`config.mk`:
```
export PLATFORM = sky130hd
export DESIGN_NAME = req11_resolver
export DESIGN_NICKNAME = d
export VERILOG_FILES = /design/src/rtl/req11_resolver_pkg.sv /design/src/rtl/req11_resolver_rr_pick11.sv /design/src/rtl/req11_resolver.sv
export SDC_FILE = /design/constraint.sdc
export NUM_CORES = 1
export LEC_CHECK = 0
export BUFFER_PORTS_ARGS = -buffer_cell sky130_fd_sc_hd__buf_2
export CAP_MARGIN = 10
export CELL_PAD_IN_SITES_DETAIL_PLACEMENT = 0
export CELL_PAD_IN_SITES_GLOBAL_PLACEMENT = 1
export CORE_AREA = 3 3 102 104
export CTS_BUF_LIST = sky130_fd_sc_hd__clkbuf_4 sky130_fd_sc_hd__clkbuf_8
export CTS_CLUSTER_SIZE = 40
export DETAILED_ROUTE_END_ITERATION = 16
export DIE_AREA = 0 0 105 107
export GPL_ROUTABILITY_DRIVEN = 1
export PLACE_DENSITY = 0.87
export SLEW_MARGIN = 5
export SYNTH_ARGS = -nofsm -noshare
export SYNTH_HDL_FRONTEND = slang
export SYNTH_SLANG_ARGS = --single-unit
```
`constraint.sdc`:
```
create_clock -name CK -period 26.4 [get_ports CK]
set_input_delay 1.32 -clock CK [delete_from_list [all_inputs] [get_ports CK]]
set_output_delay 1.32 -clock CK [all_outputs]
set_load 0.1 [all_outputs]
```
`src/rtl/req11_resolver_pkg.sv`:
```
`default_nettype none
// ============================================================================
//  Module   : req11_resolver_pkg
//  Purpose  : Shared constants, FSM state type and index helper for the
//             11-way request resolver.
//  Contents : NREQ (request count), IDXW (grant index width),
//             state_t {IDLE, GRANT}, next_idx() modulo-11 increment.
//  Revision : 1.0 - initial release
// ============================================================================
package req11_resolver_pkg;

    localparam int NREQ = 11;
    localparam int IDXW = 4;

    typedef enum logic [0:0] {
        IDLE  = 1'b0,
        GRANT = 1'b1
    } state_t;

    // Increment an index modulo NREQ. Any value at or above the top index
    // wraps to 0, so the round-robin scan always stays inside 0..10.
    function automatic logic [IDXW-1:0] next_idx(input logic [IDXW-1:0] i);
        logic [IDXW-1:0] r;
        if (i >= IDXW'(NREQ - 1)) begin
            r = '0;
        end else begin
            r = i + 1'b1;
        end
        return r;
    endfunction

endpackage : req11_resolver_pkg
`default_nettype wire

```
`src/rtl/req11_resolver_rr_pick11.sv`:
```
`default_nettype none
// ============================================================================
//  Module   : rr_pick11
//  Purpose  : Combinational winner selection among 11 pending bits.
//  Ports    : p_i      [10:0] pending vector
//             lp_i     [3:0]  last granted index (round-robin pointer)
//             rr_i            1 = round-robin from lp_i+1, 0 = lowest bit wins
//             found_o         at least one pending bit
//             onehot_o [10:0] one-hot winner (zero when nothing pending)
//             idx_o    [3:0]  binary winner index (zero when nothing pending)
//  Revision : 1.0 - initial release
// ============================================================================
module rr_pick11
    import req11_resolver_pkg::*;
(
    input  logic [NREQ-1:0] p_i,
    input  logic [IDXW-1:0] lp_i,
    input  logic            rr_i,
    output logic            found_o,
    output logic [NREQ-1:0] onehot_o,
    output logic [IDXW-1:0] idx_o
);

    logic [IDXW-1:0] cur_d;

    always_comb begin
        found_o  = 1'b0;
        idx_o    = '0;
        onehot_o = '0;
        cur_d    = next_idx(lp_i);
        if (rr_i) begin
            // Walk the ring starting just after the last grant; the first
            // hit is kept, later hits are ignored.
            for (int k = 0; k < NREQ; k++) begin
                if (!found_o && p_i[cur_d]) begin
                    found_o = 1'b1;
                    idx_o   = cur_d;
                end
                cur_d = next_idx(cur_d);
            end
        end else begin
            for (int k = 0; k < NREQ; k++) begin
                if (!found_o && p_i[k]) begin
                    found_o = 1'b1;
                    idx_o   = IDXW'(k);
                end
            end
        end
        if (found_o) begin
            onehot_o[idx_o] = 1'b1;
        end
    end

endmodule : rr_pick11
`default_nettype wire

```
`src/rtl/req11_resolver.sv`:
```
`default_nettype none
// ============================================================================
//  Module   : req11_resolver
//  Purpose  : Captures 11 request lines into a sticky pending register,
//             reports "any pending" (Z0) and serves pending sources one at a
//             time as a held one-hot grant plus binary index until ACK.
//  Params   : EDGE  0 = level capture, 1 = rising-edge capture
//             RR    1 = round-robin after last grant, 0 = fixed (A[0] highest)
//  Ports    : CK    clock (rising edge)
//             CDN   asynchronous active-low reset
//             A     [10:0] request lines
//             ACK   service-complete strobe, honoured only while granting
//             Z0    registered OR of the next pending state
//             VLD   grant valid
//             GNT   [10:0] one-hot grant (zero when VLD=0)
//             IDX   [3:0]  grant index 0..10 (zero when VLD=0)
//  Revision : 1.0 - initial release
// ============================================================================
module req11_resolver
    import req11_resolver_pkg::*;
#(
    parameter bit EDGE = 1'b0,
    parameter bit RR   = 1'b1
)
(
    input  logic            CK,
    input  logic            CDN,
    input  logic [NREQ-1:0] A,
    input  logic            ACK,
    output logic            Z0,
    output logic            VLD,
    output logic [NREQ-1:0] GNT,
    output logic [IDXW-1:0] IDX
);

    state_t          state_q;
    logic [NREQ-1:0] pend_q;
    logic [NREQ-1:0] pend_d;
    logic [NREQ-1:0] aq_q;
    logic [IDXW-1:0] lp_q;
    logic            z0_q;
    logic            vld_q;
    logic [NREQ-1:0] gnt_q;
    logic [IDXW-1:0] idx_q;

    logic [NREQ-1:0] req_set;
    logic [NREQ-1:0] req_clr;
    logic            pick_found;
    logic [NREQ-1:0] pick_onehot;
    logic [IDXW-1:0] pick_idx;

    assign req_set = EDGE ? (A & ~aq_q) : A;
    // The served bit is retired only in the cycle the consumer acknowledges.
    assign req_clr = ((state_q == GRANT) && ACK) ? gnt_q : '0;
    // Set is applied after clear so a re-request in the ACK cycle survives.
    assign pend_d  = (pend_q & ~req_clr) | req_set;

    rr_pick11 u_pick (
        .p_i      (pend_q),
        .lp_i     (lp_q),
        .rr_i     (RR),
        .found_o  (pick_found),
        .onehot_o (pick_onehot),
        .idx_o    (pick_idx)
    );

    always_ff @(posedge CK or negedge CDN) begin
        if (!CDN) begin
            state_q <= IDLE;
            pend_q  <= '0;
            aq_q    <= '0;
            lp_q    <= IDXW'(NREQ - 1);
            z0_q    <= 1'b0;
            vld_q   <= 1'b0;
            gnt_q   <= '0;
            idx_q   <= '0;
        end else begin
            aq_q   <= A;
            pend_q <= pend_d;
            z0_q   <= |pend_d;
            case (state_q)
                IDLE: begin
                    if (pick_found) begin
                        gnt_q   <= pick_onehot;
                        idx_q   <= pick_idx;
                        vld_q   <= 1'b1;
                        state_q <= GRANT;
                    end
                end
                GRANT: begin
                    // Grant is frozen until ACK; the return to IDLE forces
                    // one bubble cycle before the next grant.
                    if (ACK) begin
                        lp_q    <= idx_q;
                        gnt_q   <= '0;
                        idx_q   <= '0;
                        vld_q   <= 1'b0;
                        state_q <= IDLE;
                    end
                end
                default: begin
                    state_q <= IDLE;
                end
            endcase
        end
    end

    assign Z0  = z0_q;
    assign VLD = vld_q;
    assign GNT = gnt_q;
    assign IDX = idx_q;

endmodule : req11_resolver
`default_nettype wire

```
==> run summary <==
Layout area overhead = 6.096%
clock skew = 7.006 ps
CTS resizes = 0
Final Cycle Share = 0.4903
Seq cells post-synth = 33
Worst path most repeated cell = ha_1
layout cells sized above 1 = 0.1455
Die Ht = 107 microns
Detailed Routing Iterations Pass 1 = 5
number of synthesis warnings = 0
Max Buffers Root-to-Sink = 2
WL final = 15.90 mm
post-CTS setup buffer count = 0
CP endpoint kind = flop
met3 WL = 1.587 mm
fin crit period = 12,940 ps
multi-input logic area = 0.003684 sq mm
RSZ-0062 raised after global routing = false
M1 WL = 6.836 mm
crit-path leading delay family = simple AND/OR/NAND/NOR gates
status = completed
CP max stage delay = 600 ps
worst-path maximum fanout = 15
post-layout net count = 673
cell row count = 36
Area after DPL = 0.004997 sq mm
CTS root buffer = clkbuf_8
post-DR wirelength/cell = 20.42 microns
Main synth FF type = dfrtp_1
pre-CTS WS = 13,770 ps
clock sink count = 33
DIE AREA = 0.01124 sq mm
diode count = 0
layout filler cell count = 912
largest net degree at the start of global routing = 34
initial core utilization = 0.5004
arrival time worst endpoint = 13,120 ps
Post-Layout Inst Area = 0.005117 sq mm
Synth Area per Inst = 7.525 sq um
htree depth = 2
Worst EP required = 26,580 ps
Hold Fails Final Rpt = 0
worst setup margin = 13,460 ps
CTS buffer count = 5
Vias/cell = 6.961
sequential-to-total area share from yosys stat = 0.1717
hold buffer count at CTS = 0
Worst Max-Slew Pin Slew = 894.7 ps
WHS = 480.9 ps
I/O pins = 31
Reg area = 828.3 sq um
Total Routing Usage GR = 0.2780
setup TNS = 0 ps
Final ANT Viol Nets = 0
CTS tree = yes
I/O Buffers = 30
Cells after Synth = 641
clock edge transition at the registers on the reported setup and hold paths = 70 ps
startpoint type of the worst setup path = flop
max-slew violations = 0
Core ar. = 0.009639 sq mm
Finish-stage setup viols = 0
clock latency on the worst-skew pair = 290 ps
via count = 5,423
vias in the first global route = 5,039
buffers plus inverters on the worst setup path = 7
most frequent cells in the layout = nand2_1, o21ai_0, nor2_1
Async SR Flop Fraction = 1.000
most common cell after layout, fill and taps aside = nand2_1
post-synthesis cell type count = 98
DP HPWL = 11.62 mm
DRC = 0
Die X = 105 microns
Met2 Wirelength = 7.119 mm
HP Class = reg2reg
Max Used Layer = met4
Slew HR = 0.4020
Crit Path Category = reg2reg
GP Congestion = 0.9564
Post-synth EDFFs = 0
Fmax achieved = 77.26 MHz
Crit-path slowest cell = a21oi_1
initial DRC count = 681
Overflow after GRT = 0
# Max-Cap Violations = 0
first-pass GRT wire length = 25.84 mm
post-synthesis net count = 669
initial antenna violation count = 0
mapped cell area = 0.004823 sq mm
cells by family (layout without fill, tap and decap cells):
group | count (synthesis) | count (layout) | share of synthesized area
AOI/OAI and AO/OA | 259 | 259 | 0.4174
adders and majority gates | 14 | 14 | 0.03632
muxes | 26 | 26 | 0.06148
buffers and inverters | 78 | 83 | 0.06459
xor gates and xnor gates | 6 | 6 | 0.01531
DFF | 33 | 33 | 0.1717
and+or+nand+nor | 225 | 225 | 0.2332
synth_stat cells, types with 5 or more instances:
cell,count,area (sq um)
clkbuf_1,21,78.83
a21o_1,9,67.56
a21oi_2,5,43.79
ha_1,14,175.2
nand2_1,82,307.8
a221oi_1,5,43.79
o21ai_0,42,210.2
nand2b_1,16,100.1
o32a_1,5,50.05
o32ai_1,18,157.7
a22oi_1,7,52.55
a31oi_1,13,81.33
or3_1,7,43.79
a21oi_1,27,135.1
and2_1,6,37.54
nor2b_1,5,31.28
nor3_1,13,65.06
inv_1,38,142.6
mux2i_1,17,170.2
nor4_1,6,37.54
nand4_1,5,31.28
o221ai_1,8,70.07
o21ai_1,8,40.04
o2111ai_1,5,43.79
o22ai_1,5,31.28
nand3_1,20,100.1
inv_2,7,26.28
dfrtp_1,31,775.7
nor2_1,39,146.4
a211oi_1,8,60.06
mux2_2,5,56.30
and3_1,7,43.79
o211ai_1,16,120.1
a311o_1,5,50.05
buf_2,9,45.04
a21boi_0,5,37.54
layer usage:
metal,vias to the layer above,global-route usage
met5,-,0
met4,0,0.09841
met3,45,0.04636
met2,312,0.4363
met1,2551,0.3862
li1,2515,-
final cells by class:
type / count / area share
Clock inverter: 1 / 0.005868
Tap cell: 133 / 0.03252
Sequential cell: 33 / 0.1619
Clock buffer: 7 / 0.01760
Timing Repair Buffer: 30 / 0.02934
Multi-Input combinational cell: 530 / 0.7198
Inverter: 45 / 0.03301
registers in the layout (all words and copies together), names as in the netlist:
signal and flops:
GNT 11, pend_q 11, IDX 4, lp_q 4, VLD 1, Z0 1, state_q 1
worst paths after layout:
kind	cells after the start	slack (ps)	to	from
max reg2reg	41	13460	GNT[6]	lp_q[0]
min	1	480	VLD	VLD
min reg2reg	1	480	VLD	VLD
min in group asynchronous	1	1070	GNT[5]	CDN
max in group asynchronous	1	24890	IDX[1]	CDN
max	41	13460	GNT[6]	lp_q[0]
metrics by stage:
stage | instances | util
final | 779 | 0.5309
after global routing | 779 | 0.5309
after CTS | 779 | 0.5309
after detailed placement | 771 | 0.5184
after global placement | 771 | 0.5184
after floorplan | 641 | -
Power is left out: the tool's default activity adds up to more than one toggle a clock period on the data nets, which glitch-free logic cannot reach.
